**src/rtl/e203_ifu_align_pkg.sv**
```systemverilog
// Shared types and helpers for the IFU instruction aligner.
// The halfword FIFO and the alignment top both import this package.
package e203_ifu_align_pkg;
  localparam int HW_W   = 16;
  localparam int QDEPTH = 4;
  localparam int PTR_W  = $clog2(QDEPTH);
  localparam int CNT_W  = PTR_W + 1;

  typedef logic [HW_W-1:0] hw_t;

  // A halfword opens a compressed instruction unless its low two bits are 2'b11.
  function automatic logic rvc_hw(input hw_t hw, input logic rvc_en);
    return rvc_en && (hw[1:0] != 2'b11);
  endfunction
endpackage

```
**src/rtl/e203_ifu_instr_align_if.sv**
```systemverilog
// Fetch-side and decode-side handshakes of the instruction aligner.
// The master drives fetch words and consumes instructions; the slave is the aligner.
interface e203_ifu_instr_align_if;
  logic        flush;
  logic        flush_hw;
  logic        i_valid;
  logic        i_ready;
  logic [31:0] i_data;
  logic        o_valid;
  logic        o_ready;
  logic [31:0] o_instr;
  logic        o_is_rvc;

  modport master (
    output flush, flush_hw, i_valid, i_data, o_ready,
    input  i_ready, o_valid, o_instr, o_is_rvc
  );
  modport slave (
    input  flush, flush_hw, i_valid, i_data, o_ready,
    output i_ready, o_valid, o_instr, o_is_rvc
  );
endinterface

```
**src/rtl/e203_ifu_hw_queue.sv**
```systemverilog
// Four-entry halfword FIFO with up to two pushes and two pops per cycle.
// The caller guarantees enq_n never overflows and deq_n never underflows.
module e203_ifu_hw_queue
  import e203_ifu_align_pkg::*;
(
  input  logic             clk,
  input  logic             rst,
  input  logic             flush,
  input  logic [1:0]       enq_n,
  input  hw_t  [1:0]       enq_hw,
  input  logic [1:0]       deq_n,
  output hw_t  [1:0]       head_hw,
  output logic [CNT_W-1:0] count
);
  hw_t              mem_q [QDEPTH];
  hw_t              mem_d [QDEPTH];
  logic [PTR_W-1:0] wptr_q, wptr_d, rptr_q, rptr_d;
  logic [CNT_W-1:0] count_q, count_d;

  always_comb begin
    mem_d   = mem_q;
    wptr_d  = wptr_q + PTR_W'(enq_n);
    rptr_d  = rptr_q + PTR_W'(deq_n);
    count_d = count_q + CNT_W'(enq_n) - CNT_W'(deq_n);
    if (enq_n != 2'd0) mem_d[wptr_q]           = enq_hw[0];
    if (enq_n == 2'd2) mem_d[wptr_q + PTR_W'(1)] = enq_hw[1];
    // Dropping the contents also recentres the pointers; stale data is unreachable.
    if (flush) begin
      wptr_d  = '0;
      rptr_d  = '0;
      count_d = '0;
    end
  end

  always_ff @(posedge clk or posedge rst) begin
    if (rst) begin
      for (int i = 0; i < QDEPTH; i++) mem_q[i] <= '0;
      wptr_q  <= '0;
      rptr_q  <= '0;
      count_q <= '0;
    end else begin
      mem_q   <= mem_d;
      wptr_q  <= wptr_d;
      rptr_q  <= rptr_d;
      count_q <= count_d;
    end
  end

  assign head_hw[0] = mem_q[rptr_q];
  assign head_hw[1] = mem_q[rptr_q + PTR_W'(1)];
  assign count      = count_q;
endmodule

```
**src/rtl/e203_ifu_instr_align.sv**
```systemverilog
// Splits 32-bit fetch words into halfwords and reassembles RVC / 32-bit instructions,
// including 32-bit instructions that straddle two fetch words.
module e203_ifu_instr_align
  import e203_ifu_align_pkg::*;
#(
  parameter bit RVC_EN = 1'b1
) (
  input logic                    clk,
  input logic                    rst,
  e203_ifu_instr_align_if.slave  bus
);
  hw_t  [1:0]       enq_hw;
  hw_t  [1:0]       head_hw;
  logic [1:0]       enq_n, deq_n;
  logic [CNT_W-1:0] count;
  logic             head_rvc, i_fire, o_fire;
  logic             skip_q, skip_d;

  e203_ifu_hw_queue u_q (
    .clk     (clk),
    .rst     (rst),
    .flush   (bus.flush),
    .enq_n   (enq_n),
    .enq_hw  (enq_hw),
    .deq_n   (deq_n),
    .head_hw (head_hw),
    .count   (count)
  );

  assign head_rvc    = rvc_hw(head_hw[0], RVC_EN);
  // Two free slots are always enough for a full word, so admission ignores this cycle's pops.
  assign bus.i_ready = (count <= CNT_W'(2)) && !bus.flush;
  assign bus.o_valid = !bus.flush &&
                       (head_rvc ? (count >= CNT_W'(1)) : (count >= CNT_W'(2)));
  assign i_fire      = bus.i_valid && bus.i_ready;
  assign o_fire      = bus.o_valid && bus.o_ready;

  always_comb begin
    enq_n     = 2'd0;
    enq_hw[0] = skip_q ? bus.i_data[31:16] : bus.i_data[15:0];
    enq_hw[1] = bus.i_data[31:16];
    if (i_fire) enq_n = skip_q ? 2'd1 : 2'd2;
    deq_n = 2'd0;
    if (o_fire) deq_n = head_rvc ? 2'd1 : 2'd2;
  end

  // Outputs are zeroed while invalid so an empty queue never reports a stale instruction.
  always_comb begin
    bus.o_instr  = 32'h0;
    bus.o_is_rvc = 1'b0;
    if (bus.o_valid) begin
      bus.o_is_rvc = head_rvc;
      bus.o_instr  = head_rvc ? {16'h0, head_hw[0]} : {head_hw[1], head_hw[0]};
    end
  end

  // Skip flag: a branch into the upper halfword of a word discards its lower half once.
  always_comb begin
    skip_d = skip_q;
    if (bus.flush)  skip_d = bus.flush_hw;
    else if (i_fire) skip_d = 1'b0;
  end

  always_ff @(posedge clk or posedge rst) begin
    if (rst) skip_q <= 1'b0;
    else     skip_q <= skip_d;
  end
endmodule
```
**src/flat_wrapper.sv**
```systemverilog
// flat-port wrapper written by rule: the top's interface ports become plain ports
module e203_ifu_instr_align_flat import e203_ifu_align_pkg::*;
#(
  parameter bit RVC_EN = 1'b1
)
  (clk, rst, bus_flush, bus_flush_hw, bus_i_valid, bus_i_data, bus_o_ready, bus_i_ready, bus_o_valid, bus_o_instr, bus_o_is_rvc);
  e203_ifu_instr_align_if bus_i ();
  input logic clk;
  input logic rst;
  input wire logic [$bits(bus_i.flush)-1:0] bus_flush;
  input wire logic [$bits(bus_i.flush_hw)-1:0] bus_flush_hw;
  input wire logic [$bits(bus_i.i_valid)-1:0] bus_i_valid;
  input wire logic [$bits(bus_i.i_data)-1:0] bus_i_data;
  input wire logic [$bits(bus_i.o_ready)-1:0] bus_o_ready;
  output wire logic [$bits(bus_i.i_ready)-1:0] bus_i_ready;
  output wire logic [$bits(bus_i.o_valid)-1:0] bus_o_valid;
  output wire logic [$bits(bus_i.o_instr)-1:0] bus_o_instr;
  output wire logic [$bits(bus_i.o_is_rvc)-1:0] bus_o_is_rvc;
  assign bus_i.flush = bus_flush;
  assign bus_i.flush_hw = bus_flush_hw;
  assign bus_i.i_valid = bus_i_valid;
  assign bus_i.i_data = bus_i_data;
  assign bus_i.o_ready = bus_o_ready;
  assign bus_i_ready = bus_i.i_ready;
  assign bus_o_valid = bus_i.o_valid;
  assign bus_o_instr = bus_i.o_instr;
  assign bus_o_is_rvc = bus_i.o_is_rvc;
  e203_ifu_instr_align #(.RVC_EN(RVC_EN)) u_core (.clk(clk), .rst(rst), .bus(bus_i));
endmodule
```
**config.mk**
```make
export PLATFORM = sky130hd
export DESIGN_NAME = e203_ifu_instr_align_flat
export DESIGN_NICKNAME = d
export VERILOG_FILES = /design/src/rtl/e203_ifu_align_pkg.sv /design/src/rtl/e203_ifu_instr_align_if.sv /design/src/rtl/e203_ifu_hw_queue.sv /design/src/rtl/e203_ifu_instr_align.sv /design/src/flat_wrapper.sv
export SDC_FILE = /design/constraint.sdc
export NUM_CORES = 1
export LEC_CHECK = 0
export ABC_CLOCK_PERIOD_IN_PS = 6700
export CORE_MARGIN = 4
export CORE_UTILIZATION = 60
export CTS_CLUSTER_SIZE = 8
export DETAILED_ROUTE_END_ITERATION = 6
export GPL_ROUTABILITY_DRIVEN = 0
export PLACE_DENSITY = 0.93
export SLEW_MARGIN = 20
export SYNTH_ARGS = -nofsm -noshare
export SYNTH_HDL_FRONTEND = slang
export SYNTH_SLANG_ARGS = --single-unit
```
**constraint.sdc**
```tcl
create_clock -name clk -period 6.7 [get_ports clk]
set_clock_uncertainty 0.2 [all_clocks]
set_input_delay 1.34 -clock clk [delete_from_list [all_inputs] [get_ports clk]]
set_output_delay 1.34 -clock clk [all_outputs]
set_load 0.01 [all_outputs]
```
==> impl_results.md <==
- Total gr overflow: 0
- Leak pwr: 2.17 nW
- Root buf cell: clkbuf_8
- Mean post-synth cell area: 8.73 um2
- CTS Hold Buffers Added: 0
- Cell variety after synth: 45
- Clk pwr share: 16.8%
- DRC: 0
- Worst hold path class: flip-flop to flip-flop
- Tmin final: 5.46 ns
- Yosys reg bits: 72
- CP Class: input port to primary output
- Clock-pin slew on the worst setup and hold paths: 0.08 ns
- Wire per inst: 23.2 um
- Util after Layout: 72.2%
- Clock Tree Buf Depth: 2
- Port bufs: 72
- Most frequent cells in the layout: clkdlybuf4s50_1, dfrtp_1, nor3_1
- PwrDens: 371 nW/um2
- EDFF count, synth: 0
- Share of cells above drive strength 1: 9.11%
- Synth Warn #: 0
- Io pins: 73
- 1st-pass router iterations: 6
- DR iter-0 viols: 740
- Via density per instance: 7.34
- GRT Util Overall: 33.3%
- Commonest non-fill, non-tap cell in the layout: clkdlybuf4s50_1
- Cells after Synth: 590
- H-tree levels: 3
- Crit. End Element: primary output
- Hold Slack: 0.306 ns
- Number of failing hold endpoints at the final stage: 0
- Routed WL: 16.7 mm
- Max VDD drop: 0.197 mV
- Crit path DAT: 3.92 ns
- Crit-path max cell delay: 0.63 ns
- Max-slew violations: 0
- Vert. Die Dim: 101 um
- Core area: 8300 um2
- CP Launch Type: input port
- Sw Share: 41.2%
- Post-synthesis sequential area ratio: 35.0%
- Unrepaired setup endpoints after global routing: false
- Row Count: 33
- Initial Util: 62.0%
- Period utilization: 81.5%
- Post-CTS setup buffers: 0
- Synthesis-to-finish area growth: 16.3%
- CP Max Fanout: 17
- Setup TNS Final: 0 ns
- Largest net degree at the start of global routing: 73
- CP required: 5.16 ns
- Worst path cell trace: clkdlybuf4s50_1, inv_1, nand4_1, a211oi_1, clkdlybuf4s50_1
- Via count: 5282
- Top cell by count, worst path: clkdlybuf4s50_1
- F_max: 0.183 GHz
- Mapped Nets: 632
- Post-CTS Resized: 0
- Sink Count: 72
- Cell-internal power: 1.31 mW
- Seq pwr share: 35.7%
- Routed Antenna Nets: 0
- Comb power frac: 47.4%
- Mapped Area: 5150 um2
- DP HPWL: 11.0 mm
- Die X: 101 um
- Die Area: 10100 um2
- Fraction of registers with async set or reset after synthesis: 100%
- Slowest cell on the critical path: nand4_1
- Num CTS Buffers: 9
- Initial antenna violation count: 0
- CTS tree: done
- Max-slew headroom: 23.5%
- Status: completed
- First-pass GRT wire length: 26.6 mm
- Vias in the first global route: 5225
- Ys flop type: dfrtp_1
- Final Setup Violations: 0
- Worst slew pin tran: 1.15 ns
- Clk Latency, worst-skew pair: 0.35 ns
- Ant diodes: 0
- Maxcap violations: 0
- Psw: 0.916 mW
- Layout Nets: 652
[routing by layer]
metal,global-route usage (%),vias up,share of wire (%)
met5,0,-,0
met4,17.2,0,5.0
met3,7.27,99,11
met2,53.8,424,48
met1,41.9,2519,36
li1,-,2240,-
[through the flow]
stage / instances / total power, mW / setup slack [ns] / instance area, um2
5_1_grt: 720 / 2.31 / 1.08 / 5990
2_1_floorplan: 590 / 1.45 / 2.73 / 5150
3_5_place_dp: 704 / 1.81 / 1.23 / 5770
4_1_cts: 720 / 2.18 / 1.24 / 5990
3_3_place_gp: 704 / 1.75 / 1.36 / 5770
6_report: 720 / 2.22 / 1.24 / 5990
[registers in the layout, indices dropped and copies added, names as in the netlist]
signal and cells:
u_core.skip_q 1, u_core.u_q.count 3, u_core.u_q.mem_q 64, u_core.u_q.rptr_q 2, u_core.u_q.wptr_q 2
[synthesized netlist by cell type, drive strengths merged (16+ instances only)]
master,count,share of area [%]
a211oi,42,6.1
a22o,16,2.7
a22oi,16,2.3
buf,25,2.7
clkbuf,48,3.5
dfrtp,72,35
mux2i,45,8.7
nand2,38,2.8
nand3,19,1.8
nor2,37,2.7
nor3,63,6.2
o211a,16,3.1
o211ai,16,2.3
o21ai,37,3.7
or3,16,1.9
[kinds of logic after synthesis]
group	synth area share (%)
simple gates	18.1
compound gates	24.1
buf+inv	6.90
flops	35.0
mux	13.8
xor+xnor	0.851
fa+ha+maj	1.26
[worst paths after layout]
path	start	endpoint	slack (ns)	depth (start not counted)
min in group asynchronous	rst	u_core.u_q.mem_q[34]	1.38	3
setup / recovery	bus_flush	bus_o_instr[31]	1.24	5
hold / removal	u_core.u_q.mem_q[10]	u_core.u_q.mem_q[10]	0.31	2
setup reg to reg	u_core.u_q.rptr_q[0]	u_core.u_q.count[2]	3.02	9
hold reg to reg	u_core.u_q.mem_q[10]	u_core.u_q.mem_q[10]	0.31	2
max in group asynchronous	rst	u_core.u_q.rptr_q[1]	4.26	3
[critical path, delay by kind of cell]
kind	cells	cell delay (ns)
buffers and inverters	3	1.44
AO/OA/AOI/OAI	1	0.51
AND/OR/NAND/NOR	1	0.63
[power groups by stage]
stage / sequential, mW / combinational [mW] / clock (mW)
after CTS: 0.781 / 1.03 / 0.372
after global routing: 0.809 / 1.12 / 0.388
after detailed placement: 0.786 / 1.02 / 0
after global placement: 0.770 / 0.983 / 0
final: 0.794 / 1.05 / 0.374
after floorplan: 0.727 / 0.728 / 0
[area by class of cell]
class	instances	area [um2]
Inverter	10	37.5
Clock buffer	11	151
Timing Repair Buffer	82	796
Sequential cell	72	1800
Tap cell	105	131
Fill cell	567	2310
Multi-Input combinational cell	435	3010
Clock inverter	5	62.6
Note: power is estimated with default switching activity, not from simulation.
